<file path="src/rtl/decode_scan_pkg.sv">
// Shared definitions for the decode_scan block: state encoding and the
// default widths used by the top-level parameters.
package decode_scan_pkg;

  // BLANK is only reachable when DECODE_SCAN_BLANK_EN is defined.
  typedef enum logic [1:0] {
    ST_OFF    = 2'd0,
    ST_DIRECT = 2'd1,
    ST_SCAN   = 2'd2,
    ST_BLANK  = 2'd3
  } state_t;

  localparam int DEFAULT_SEL_W   = 3;
  localparam int DEFAULT_DWELL_W = 16;

endpackage

</file>
<file path="src/rtl/onecold_dec.sv">
// Combinational one-cold decoder: output bit i_idx is low, all others high.
// The caller registers the result.
module onecold_dec #(
  parameter int SEL_W = 3
) (
  input  logic [SEL_W-1:0]      i_idx,
  output logic [(2**SEL_W)-1:0] o_dec
);

  // Start from all-inactive and pull exactly the selected bit low.
  always_comb begin
    o_dec        = '1;
    o_dec[i_idx] = 1'b0;
  end

endmodule

</file>
<file path="src/rtl/decode_scan.sv">
// decode_scan: one-cold output driver with a direct (load-strobed) decode
// mode and an auto-scan mode that walks every position with a live dwell.
// Optional feature macro: DECODE_SCAN_BLANK_EN inserts one all-ones BLANK
// cycle ahead of every scan advance (period becomes dwell+2).
module decode_scan
  import decode_scan_pkg::*;
#(
  parameter int SEL_W   = DEFAULT_SEL_W,
  parameter int DWELL_W = DEFAULT_DWELL_W
) (
  input  logic                  clk,
  input  logic                  rst_n,
  input  logic                  enable,
  input  logic                  mode,
  input  logic [SEL_W-1:0]      data_in,
  input  logic                  load,
  input  logic [DWELL_W-1:0]    dwell,
  output logic [(2**SEL_W)-1:0] data_out,
  output logic [SEL_W-1:0]      sel_out,
  output logic                  wrap
);

  localparam int N_OUT = 2**SEL_W;

  state_t             r_state;
  logic [N_OUT-1:0]   r_dataOut;
  logic [SEL_W-1:0]   r_sel;
  logic [DWELL_W-1:0] r_cnt;
  logic               r_wrap;

  state_t             w_nState;
  logic [SEL_W-1:0]   w_nSel;
  logic [DWELL_W-1:0] w_nCnt;
  logic               w_nWrap;
  logic               w_blankOut;
  logic               w_decodeOut;
  logic               w_advance;
  logic [N_OUT-1:0]   w_dec;

  // The single decoder always looks at the index that will be shown next,
  // so data_out and sel_out can never disagree.
  onecold_dec #(.SEL_W(SEL_W)) u_dec (
    .i_idx (w_nSel),
    .o_dec (w_dec)
  );

  // Next-state and next-output selection; dwell is compared live each cycle.
  always_comb begin
    w_nState    = r_state;
    w_nSel      = r_sel;
    w_nCnt      = r_cnt;
    w_nWrap     = 1'b0;
    w_blankOut  = 1'b0;
    w_decodeOut = 1'b0;
    w_advance   = (r_cnt >= dwell);

    if (!enable) begin
      w_nState   = ST_OFF;
      w_nSel     = '0;
      w_nCnt     = '0;
      w_blankOut = 1'b1;
    end else begin
      case (r_state)
        ST_OFF, ST_DIRECT: begin
          if (mode) begin
            w_nState    = ST_SCAN;
            w_nSel      = '0;
            w_nCnt      = '0;
            w_decodeOut = 1'b1;
          end else begin
            w_nState = ST_DIRECT;
            if (r_state == ST_DIRECT && load) begin
              w_nSel      = data_in;
              w_decodeOut = 1'b1;
            end
          end
        end
        ST_SCAN: begin
          if (!mode) begin
            w_nState = ST_DIRECT;
          end else if (w_advance) begin
            w_nCnt = '0;
            w_nSel = r_sel + 1'b1;
`ifdef DECODE_SCAN_BLANK_EN
            w_nState   = ST_BLANK;
            w_blankOut = 1'b1;
`else
            w_decodeOut = 1'b1;
            w_nWrap     = (r_sel == '1);
`endif
          end else begin
            w_nCnt = r_cnt + 1'b1;
          end
        end
        ST_BLANK: begin
          if (!mode) begin
            w_nState = ST_DIRECT;
          end else begin
            w_nState    = ST_SCAN;
            w_nCnt      = '0;
            w_decodeOut = 1'b1;
            w_nWrap     = (r_sel == '0);
          end
        end
        default: begin
          w_nState   = ST_OFF;
          w_nSel     = '0;
          w_nCnt     = '0;
          w_blankOut = 1'b1;
        end
      endcase
    end
  end

  // State and output registers; reset forces the inactive OFF picture at once.
  always_ff @(posedge clk or negedge rst_n) begin
    if (!rst_n) begin
      r_state   <= ST_OFF;
      r_dataOut <= '1;
      r_sel     <= '0;
      r_cnt     <= '0;
      r_wrap    <= 1'b0;
    end else begin
      r_state <= w_nState;
      r_sel   <= w_nSel;
      r_cnt   <= w_nCnt;
      r_wrap  <= w_nWrap;
      if (w_blankOut) begin
        r_dataOut <= '1;
      end else if (w_decodeOut) begin
        r_dataOut <= w_dec;
      end
    end
  end

  assign data_out = r_dataOut;
  assign sel_out  = r_sel;
  assign wrap     = r_wrap;

endmodule

</file>
<file path="config.mk">
export PLATFORM = sky130hd
export DESIGN_NAME = decode_scan
export DESIGN_NICKNAME = d
export VERILOG_FILES = /design/src/rtl/decode_scan_pkg.sv /design/src/rtl/onecold_dec.sv /design/src/rtl/decode_scan.sv
export SDC_FILE = /design/constraint.sdc
export NUM_CORES = 1
export LEC_CHECK = 0
export ABC_AREA = 1
export CORE_MARGIN = 2
export CORE_UTILIZATION = 55
export CTS_CLUSTER_SIZE = 30
export DETAILED_ROUTE_END_ITERATION = 8
export PLACE_DENSITY = 0.83
export SYNTH_ARGS = -nofsm -noshare
export SYNTH_HDL_FRONTEND = slang
export SYNTH_SLANG_ARGS = --single-unit
export TNS_END_PERCENT = 5
</file>
<file path="constraint.sdc">
create_clock -name clk -period 3.2 [get_ports clk]
set_input_delay 0.64 -clock clk [delete_from_list [all_inputs] [get_ports clk]]
set_output_delay 0.64 -clock clk [all_outputs]
set_load 0.02 [all_outputs]
</file>
# Word-level counts from Yosys, hierarchy flattened
# Cells that the tools add are included.
op_classes:
  add_sub_neg: 2
  order_cmp: 3
  n_eq_ne: 8
  n_mux: 31
  n_bitwise: 1
  reduce_logical: 7
op_table:
  columns: ["op", "count"]
  rows:
  - ["two-way mux 16 bit", 4]
  - ["case mux 16 bit (2 select lines)", 1]
  - ["adder 16 x 1 -> 16 bit (second input constant)", 1]
  - ["greater-or-equal comparator 16 bit", 1]
  - ["two-way mux 8 bit", 2]
  - ["two-way mux 3 bit", 5]
  - ["two-way mux 1 bit", 11]
  - ["NOT 8 bit", 1]
  - ["two-way mux 2 bit", 3]
  - ["!= test 3 bit (second input constant)", 2]
  - ["case mux 3 bit (2 select lines)", 1]
  - ["equality test 2 bit (second input constant)", 2]
  - ["less-than comparator 3 x 4 -> 1 bit (second input constant)", 1]
  - ["case mux 2 bit (2 select lines)", 1]
  - ["adder 3 x 1 -> 3 bit (second input constant)", 1]
  - ["demux 1 bit (select 3 bit)", 1]
  - ["equality test 3 bit (second input constant)", 1]
  - ["greater-or-equal comparator 3 x 1 -> 1 bit (second input constant)", 1]
  - ["zero test 3 bit", 1]
  - ["!= test 3 x 2 -> 1 bit (second input constant)", 1]
  - ["case mux 1 bit (3 select lines)", 1]
  - ["OR reduction 3 bit", 1]
  - ["equality test 2 x 1 -> 1 bit (second input constant)", 1]
  - ["logical AND 1 bit", 2]
  - ["5 further kinds", 5]
word_totals:
  reg_bits: 30
  inputBits: 24
  elab_cells: 57

# Logic depth before layout (Yosys ltp)
# Gate-level depths: netlist of run 1.
logic_depth:
  depth_word: 13
  mapped_depth: 19
  ltp_nobuf: 19

# Modules after synthesis
# A second synthesis of run 1 with hierarchy kept.
unflattened:
  cells_unflattened: 273
  hier_area_um2: 2179.6
modules_own_cells:
  columns: ["mod", "n_inst", "cells_per_inst", "area_per_inst_um2", "seq_area_each_um2"]
  rows:
  - ["decode_scan", 1, 261, 2127.0, 760.7]
  - ["onecold_dec", 1, 12, 52.6, 0.0]

# Least setup slack after synthesis of run 1
# OpenSTA, ideal clock, no wires.
synth_timing:
  path_type: "in2reg"
  startpoint: "in dwell[11]"
  endpoint: "reg r_dataOut[1], in the netlist data_out[1]"
  setup_time_ps: 76
  arrival_ps: 1989
  t_required_ps: 3124
  slack_ps: 1136
  path_stages: 14
  path_buffers: 0
  path_cell_list: "inv_1 > ha_1 > a21oi_1 > o21ai_1 > a21oi_1 > nand2_2 > nand2_1 > nand2_1 > nand3_1 > nand2_1 > nand2_1 > nand2_1 > nor2_1 > nor2_1"
synth_between:
  elab_chain_cells: 12
  word_cells_on_any_way: 18
  cone_classes: "order compare: 3; eq/ne: 1; mux: 12; bitwise: 1; reduce/logical: 1"
synth_rtl:
  columns: ["item", "line", "text"]
  rows:
  - ["start, declared", "decode_scan.sv:17", "input logic [DWELL_W-1:0] dwell,"]
  - ["greater-or-equal comparator 16 bit *", "decode_scan.sv:55", "w_advance = (r_cnt >= dwell);"]
  - ["two-way mux 3 bit", "decode_scan.sv:81", "end else if (w_advance) begin"]
  - ["two-way mux 3 bit", "decode_scan.sv:79", "if (!mode) begin"]
  - ["case mux 3 bit (2 select lines)", "decode_scan.sv:63", "case (r_state)"]
  - ["two-way mux 3 bit", "decode_scan.sv:57", "if (!enable) begin"]
  - ["less-than comparator 3 x 4 -> 1 bit (not written as such) or greater-or-equal comparator 3 x 1 -> 1 bit (tied branches)", "onecold_dec.sv:13", "o_dec[i_idx] = 1'b0;"]
  - ["logical AND 1 bit (not written as such)", "onecold_dec.sv:13", null]
  - ["two-way mux 1 bit (not written as such)", "onecold_dec.sv:13", null]
  - ["demux 1 bit (select 3 bit)", null, null]
  - ["NOT 8 bit (no source line)", null, null]
  - ["two-way mux 8 bit", "decode_scan.sv:130", "end else if (w_decodeOut) begin"]
  - ["two-way mux 8 bit", "decode_scan.sv:128", "if (w_blankOut) begin"]
  - ["end signal, assigned", "decode_scan.sv:131", "r_dataOut <= w_dec;"]
  - ["end, declared", "decode_scan.sv:26", "logic [N_OUT-1:0] r_dataOut;"]
# Every way passes the cells marked *; elsewhere a longest branch is shown, timed or not. The select of a mux whose other input is x is not followed.
# A chain may end at the register's enable or synchronous reset.

# Worst setup path after layout of run 1
layout_timing:
  startpoint: "in dwell[2]"
  endpoint: "reg r_dataOut[6], in the netlist data_out[6]"
# The elaborated chain is that of the path after synthesis.

==> results.sh, run 1 <==
export IMPL_reg2reg_from="r_cnt[2]"
export IMPL_p_leak_nw=1.26
export IMPL_path_cells="clkdlybuf4s50_1 -> inv_1 -> ha_1 -> nand2_1 -> nor2_1 -> nor2_1 -> nand2_1 -> nand2_1 -> nand2_1 -> nand2_1 -> nand2_2 -> nand2_1 -> nand2_1 -> inv_1 -> a21oi_1 -> a21oi_1"
export IMPL_period_share=0.856
export IMPL_root_buffer="clkbuf_8"
export IMPL_area_growth_pct=24.4
export IMPL_drt_iter0_markers=80
export IMPL_maxSlewHeadroom=0.745
export IMPL_clk_path_buf_depth=2
export IMPL_maxCapViolCount=0
export IMPL_crit_path_end="data_out[6]"
export IMPL_worst_slew_pin_slew_ps=382
export IMPL_synth_top_area_cell="dfrtp_1"
export IMPL_clk_latency_ps=280
export IMPL_grt_max_degree=31
export IMPL_slowest_stage="clkdlybuf4s50_1"
export IMPL_ys_warn_count=0
export IMPL_cts_resized_gates=0
export IMPL_holdWs_ps=502
export IMPL_h_tree_depth=2
export IMPL_grt_setup_unrepaired="false"
export IMPL_worst_path_max_fanout=11
export IMPL_port_buffers=35
export IMPL_cts_sinks=30
export IMPL_vias=1824
export IMPL_reg2regPathDepth=14
export IMPL_diodes=0
export IMPL_layout_commonest_cell="inv_1"
export IMPL_r2r_setup_slack_ps=880
export IMPL_hold_viol_final=0
export IMPL_io_pins=36
export IMPL_via_per_inst=5.17
export IMPL_critical_path_depth=16
export IMPL_post_cts_setup_buffer_count=0
export IMPL_r2r_end="data_out[6]"
export IMPL_crit_family="simple AND/OR/NAND/NOR gates"
export IMPL_yosysSeqAreaShare=0.371
export IMPL_clock_fmax_ghz=0.365
export IMPL_synthDominantCellAreaShare=0.269
export IMPL_fin_util=0.701
export IMPL_cpMostUsedCell="nand2_1"
export IMPL_drc=0
export IMPL_drv_slew=0
export IMPL_crit_buf_inv=3
export IMPL_start_util=0.564
export IMPL_run_status="completed"
export IMPL_synth_area_top_cells="dfrtp_1, ha_1, dfstp_2, inv_1, nand2_1"
export IMPL_gp_congestion=0.927
export IMPL_grt_util_all_layers=0.241
export IMPL_setup_viol=0
export IMPL_pwr_density_cell_mw_per_mm2=335
export IMPL_grt_pass1_wl_mm=7.80
export IMPL_ff_latch_area_um2=761
export IMPL_syn_area_mm2=0.00205
export IMPL_nNetsFinal=348
export IMPL_antenna_found_initial=0
export IMPL_crit_required_ps=3400
export IMPL_drtPass1Iterations=4
export IMPL_fillers=319
export IMPL_fin_crit_ps=2740
export IMPL_clk_pin_slew_ps=60
export IMPL_die_w_um=65.0
export IMPL_grt_pass1_vias=1789
export IMPL_finalSetupTns_ps=0
export IMPL_ctsHoldBuffers=0
export IMPL_postSynthAreaPerCell_um2=7.79
export IMPL_die_h_um=65.0
export IMPL_fin_skew_ps=4.56
export IMPL_post_dp_hpwl_mm=3.33
export IMPL_drive_above_1_share=0.111
export IMPL_grt_ovfl_total=0
export IMPL_numCtsBuffers=5
export IMPL_hold_path_class="reg -> reg"
export IMPL_placementRows=22
export IMPL_syn_inst=263
export IMPL_start_kind="input port"
export IMPL_cts_tree="yes"
export IMPL_yosys_register_bits=30
export IMPL_worstSetupPathType="in -> reg"
export IMPL_antenna_left=0
export IMPL_cpPeakStageDelay_ps=480
export IMPL_multi_input_area_mm2=0.00109
export IMPL_ir_worst_vdd_mv=0.231
export IMPL_synth_nets=307
export IMPL_final_cell_mix="inv_1, nand2_1, clkdlybuf4s50_1, nor2_1, dfrtp_1"
export IMPL_ys_types=37
export IMPL_crit_arrival_ps=2940
export IMPL_routedWlPerCell_um=12.4
export IMPL_fp_dieArea_mm2=0.00423
export IMPL_routed_wl_mm=4.38
export IMPL_critical_path_startpoint="dwell[2]"
export IMPL_core_mm2=0.00363
export IMPL_end_kind="register"
worst min-delay path by stage:
| stage | start | to | slack [ps] | cells after the start |
|---|---|---|---|---|
| after floorplan | rst_n | r_cnt[0] | 340 | 0 |
| after global placement | data_out[0] | data_out[0] | 490 | 2 |
| after detailed placement | data_out[4] | data_out[4] | 490 | 2 |
| after CTS | data_out[4] | data_out[4] | 500 | 2 |
| after global routing | data_out[4] | data_out[4] | 530 | 2 |
| final | data_out[4] | data_out[4] | 500 | 2 |
power breakdown:
group	internal [mW]	leakage (nW)	switching, mW
Clock	0.173	0.0482	0.131
Combinational	0.0647	0.825	0.0775
Sequential	0.396	0.388	0.0113
per-layer routing:
| metal | vias up | wire length, µm | global-route usage |
|---|---|---|---|
| li1 | 945 | - | - |
| met1 | 828 | 2060 | 0.318 |
| met2 | 45 | 2040 | 0.396 |
| met3 | 6 | 199 | 0.0503 |
| met4 | 0 | 76 | 0.0807 |
| met5 | - | 0 | 0 |
state kept, by name, indices dropped and copies added, names as in the netlist:
signal / cells
data_out: 8
r_cnt: 16
r_state: 2
sel_out: 3
wrap: 1
synthesized netlist by cell type:
master    instances
inv_1            47
nand2_1          45
nor2_1           28
dfrtp_1          22
ha_1             20
a21oi_1          17
nand3_1          15
o21ai_0          11
dfstp_2           8
nor2_2            5
o22ai_1           5
nand2_2           4
o21ai_1           4
xor2_1            4
nor3_1            3
nand3b_1          2
nand4_1           2
nand4_2           2
a211o_1           1
a211o_2           1
a211oi_1          1
a22o_1            1
a31oi_1           1
a32o_1            1
a32oi_1           1
buf_2             1
buf_4             1
clkbuf_1          1
nand3_2           1
nor3_2            1
nor3_4            1
o211a_1           1
o211ai_1          1
o21a_1            1
o21ai_2           1
o221ai_1          1
or2_2             1
cell families (layout without fill, tap and decap cells):
| group | count (synthesis) | after routing | share of synthesized area |
|---|---|---|---|
| AND/OR/NAND/NOR | 110 | 110 | 0.252 |
| AO/OA/AOI/OAI | 49 | 49 | 0.144 |
| adder cells (fa/ha/maj) | 20 | 20 | 0.122 |
| XOR/XNOR | 4 | 4 | 0.0171 |
| buffers and inverters | 50 | 92 | 0.0941 |
| flip-flops | 30 | 30 | 0.371 |
worst register-to-register path, cell delays in order (launching register included):
cell	delay, ps
dfrtp_1	440
ha_1	300
nand2_1	70
nor2_1	120
nor2_1	50
nand2_1	80
nand2_1	50
nand2_1	70
nand2_1	60
nand2_2	110
nand2_1	120
nand2_1	320
inv_1	130
a21oi_1	210
a21oi_1	100
area by class of cell:
cell class,count,area share
flip-flops and latches,30,0.298
well taps,48,0.0236
repair buffers,37,0.143
clock inverters,1,0.00196
multi-input cells,183,0.430
clock buffers,7,0.0339
inverters,47,0.0692
through the flow:
step	power [mW]	std cells	setup slack [ps]	area, µm²
finish	0.854	353	459	2550
global route	0.901	353	148	2550
CTS	0.862	353	477	2550
detailed placement	0.556	345	217	2460
global placement	0.551	345	289	2460
floorplan	0.487	263	1140	2050
(Power assumes the default switching activity.)
==> run 2, diff against run 1 <==
--- a/config.mk
+++ b/config.mk
@@ -6,11 +6,13 @@
 export NUM_CORES = 1
 export LEC_CHECK = 0
 export ABC_AREA = 1
+export CORE_ASPECT_RATIO = 2
 export CORE_MARGIN = 2
-export CORE_UTILIZATION = 55
+export CORE_UTILIZATION = 43
 export CTS_CLUSTER_SIZE = 30
 export DETAILED_ROUTE_END_ITERATION = 8
-export PLACE_DENSITY = 0.83
+export HOLD_SLACK_MARGIN = 0.08
+export PLACE_DENSITY = 0.67
 export SYNTH_ARGS = -nofsm -noshare
 export SYNTH_HDL_FRONTEND = slang
 export SYNTH_SLANG_ARGS = --single-unit
==> results.sh, run 2 (synthesized netlist as in run 1, its figures left out) <==
export IMPL_hold_start="data_out[0]"
export IMPL_place_inst=352
export IMPL_min_path_cells=2
export IMPL_clk_path_buf_depth=2
export IMPL_via_per_inst=5.27
export IMPL_ir_worst_vdd_mv=0.406
export IMPL_grt_met1_usage=0.211
export IMPL_clk_latency_ps=280
export IMPL_period_share=0.829
export IMPL_cts_resized_gates=0
export IMPL_crit_arrival_ps=2860
export IMPL_grt_pass1_vias=1935
export IMPL_hold_end="data_out[0]"
export IMPL_largest_register="r_cnt"
export IMPL_hold_path_class="reg -> reg"
export IMPL_drt_iter0_markers=35
export IMPL_worst_path_max_fanout=11
export IMPL_cts_sinks=30
export IMPL_placementRows=35
export IMPL_clk_pin_slew_ps=60
export IMPL_numCtsBuffers=5
export IMPL_start_kind="input port"
export IMPL_maxCapViolCount=0
export IMPL_drive_above_1_share=0.111
export IMPL_grt_setup_unrepaired="false"
export IMPL_r2r_end="data_out[6]"
export IMPL_port_buffers=35
export IMPL_setup_viol=0
export IMPL_area_growth_pct=26.1
export IMPL_die_h_um=102
export IMPL_core_mm2=0.00460
export IMPL_run_status="completed"
export IMPL_grt_max_degree=31
export IMPL_final_cell_mix="inv_1, nand2_1, clkdlybuf4s50_1, nor2_1, dfrtp_1"
export IMPL_fin_crit_ps=2650
export IMPL_clock_fmax_ghz=0.377
export IMPL_fin_skew_ps=8.23
export IMPL_vias=1898
export IMPL_reg2regPathDepth=14
export IMPL_ctsHoldBuffers=0
export IMPL_worst_slew_pin_slew_ps=383
export IMPL_drtPass1Iterations=4
export IMPL_antenna_left=0
export IMPL_drc=0
export IMPL_fp_dieArea_mm2=0.00536
export IMPL_io_pins=36
export IMPL_routed_wl_mm=4.64
export IMPL_busiest_layer="met2"
export IMPL_root_buffer="clkbuf_8"
export IMPL_antenna_found_initial=0
export IMPL_gp_congestion=0.871
export IMPL_routedWlPerCell_um=12.9
export IMPL_p_leak_nw=1.27
export IMPL_maxSlewHeadroom=0.745
export IMPL_nNetsFinal=348
export IMPL_r2r_setup_slack_ps=950
export IMPL_die_w_um=52.8
export IMPL_met3_usage=0.0280
export IMPL_layout_commonest_cell="inv_1"
export IMPL_finalSetupTns_ps=0
export IMPL_post_cts_setup_buffer_count=0
export IMPL_start_util=0.445
export IMPL_largest_register_ffs=16
export IMPL_fillers=467
export IMPL_cts_tree="yes"
export IMPL_grt_pass1_wl_mm=8.10
export IMPL_grtUsageMet2=0.368
export IMPL_drv_slew=0
export IMPL_hold_viol_final=0
export IMPL_post_dp_hpwl_mm=3.70
export IMPL_reg2reg_from="r_cnt[2]"
export IMPL_h_tree_depth=2
export IMPL_pwr_density_cell_mw_per_mm2=366
export IMPL_crit_required_ps=3410
export IMPL_diodes=0
export IMPL_grt_ovfl_total=0
export IMPL_worstSetupPathType="in -> reg"
export IMPL_finalNonFillerCells=360
export IMPL_grt_util_all_layers=0.201
export IMPL_end_kind="register"
run 2: cell types whose count changed in the layout (fill, tap and decap cells not counted), sizes merged:
| cell | delta |
|---|---|
| bufinv | +1 |
| clkinv | -1 |
run 2: power breakdown:
part | internal, mW | total (mW) | switching [mW]
Combinational | 0.0643 | 0.141 | 0.0763
Clock | 0.254 | 0.397 | 0.143
Sequential | 0.396 | 0.407 | 0.0108
Total | 0.714 | 0.944 | 0.230
run 2: critical path, cell delays in order:
cell	delay (ps)
clkdlybuf4s50_1	450
inv_1	40
ha_1	280
nand2_1	70
nor2_1	110
nor2_1	40
nand2_1	60
nand2_1	50
nand2_1	70
nand2_1	70
nand2_2	110
nand2_1	110
nand2_1	320
inv_1	140
a21oi_1	210
a21oi_1	100
run 2: layout make-up:
cell class                 count  area [µm²]  share of cell area
clock inverter                 1        30.0              0.0116
clock buffer                   7        86.3              0.0334
sequential                    30         761               0.295
timing repair buffer          37         365               0.141
tap                           55        68.8              0.0266
inverter                      47         176              0.0683
multi-input combinational    183        1090               0.424
run 2: how the worst max path moves through the flow:
stage | from | cells past startpoint | slack (ps) | endpoint
6_report | dwell[3] | 16 | 550 | data_out[6]
5_1_grt | dwell[3] | 16 | 150 | data_out[6]
4_1_cts | dwell[3] | 16 | 510 | data_out[6]
3_5_place_dp | dwell[3] | 16 | 240 | data_out[6]
3_3_place_gp | dwell[3] | 16 | 280 | data_out[6]
2_1_floorplan | dwell[11] | 14 | 1140 | data_out[1]
run 2: metrics by stage:
stage / hold slack (ps) / total power, mW / worst slack [ps] / area (µm²) / utilization
global route: 527 / 0.992 / 155 / 2580 / 0.562
finish: 505 / 0.944 / 547 / 2580 / 0.562
global placement: 492 / 0.557 / 279 / 2470 / 0.536
floorplan: 344 / 0.487 / 1140 / 2050 / -
detailed placement: 501 / 0.556 / 235 / 2470 / 0.536
CTS: 510 / 0.952 / 515 / 2580 / 0.562
run 2: layer usage:
layer / share of wire / up-vias
met4: 0.035 / 0
met2: 0.56 / 50
met1: 0.37 / 887
met3: 0.033 / 14
li1: - / 947
met5: 0 / -
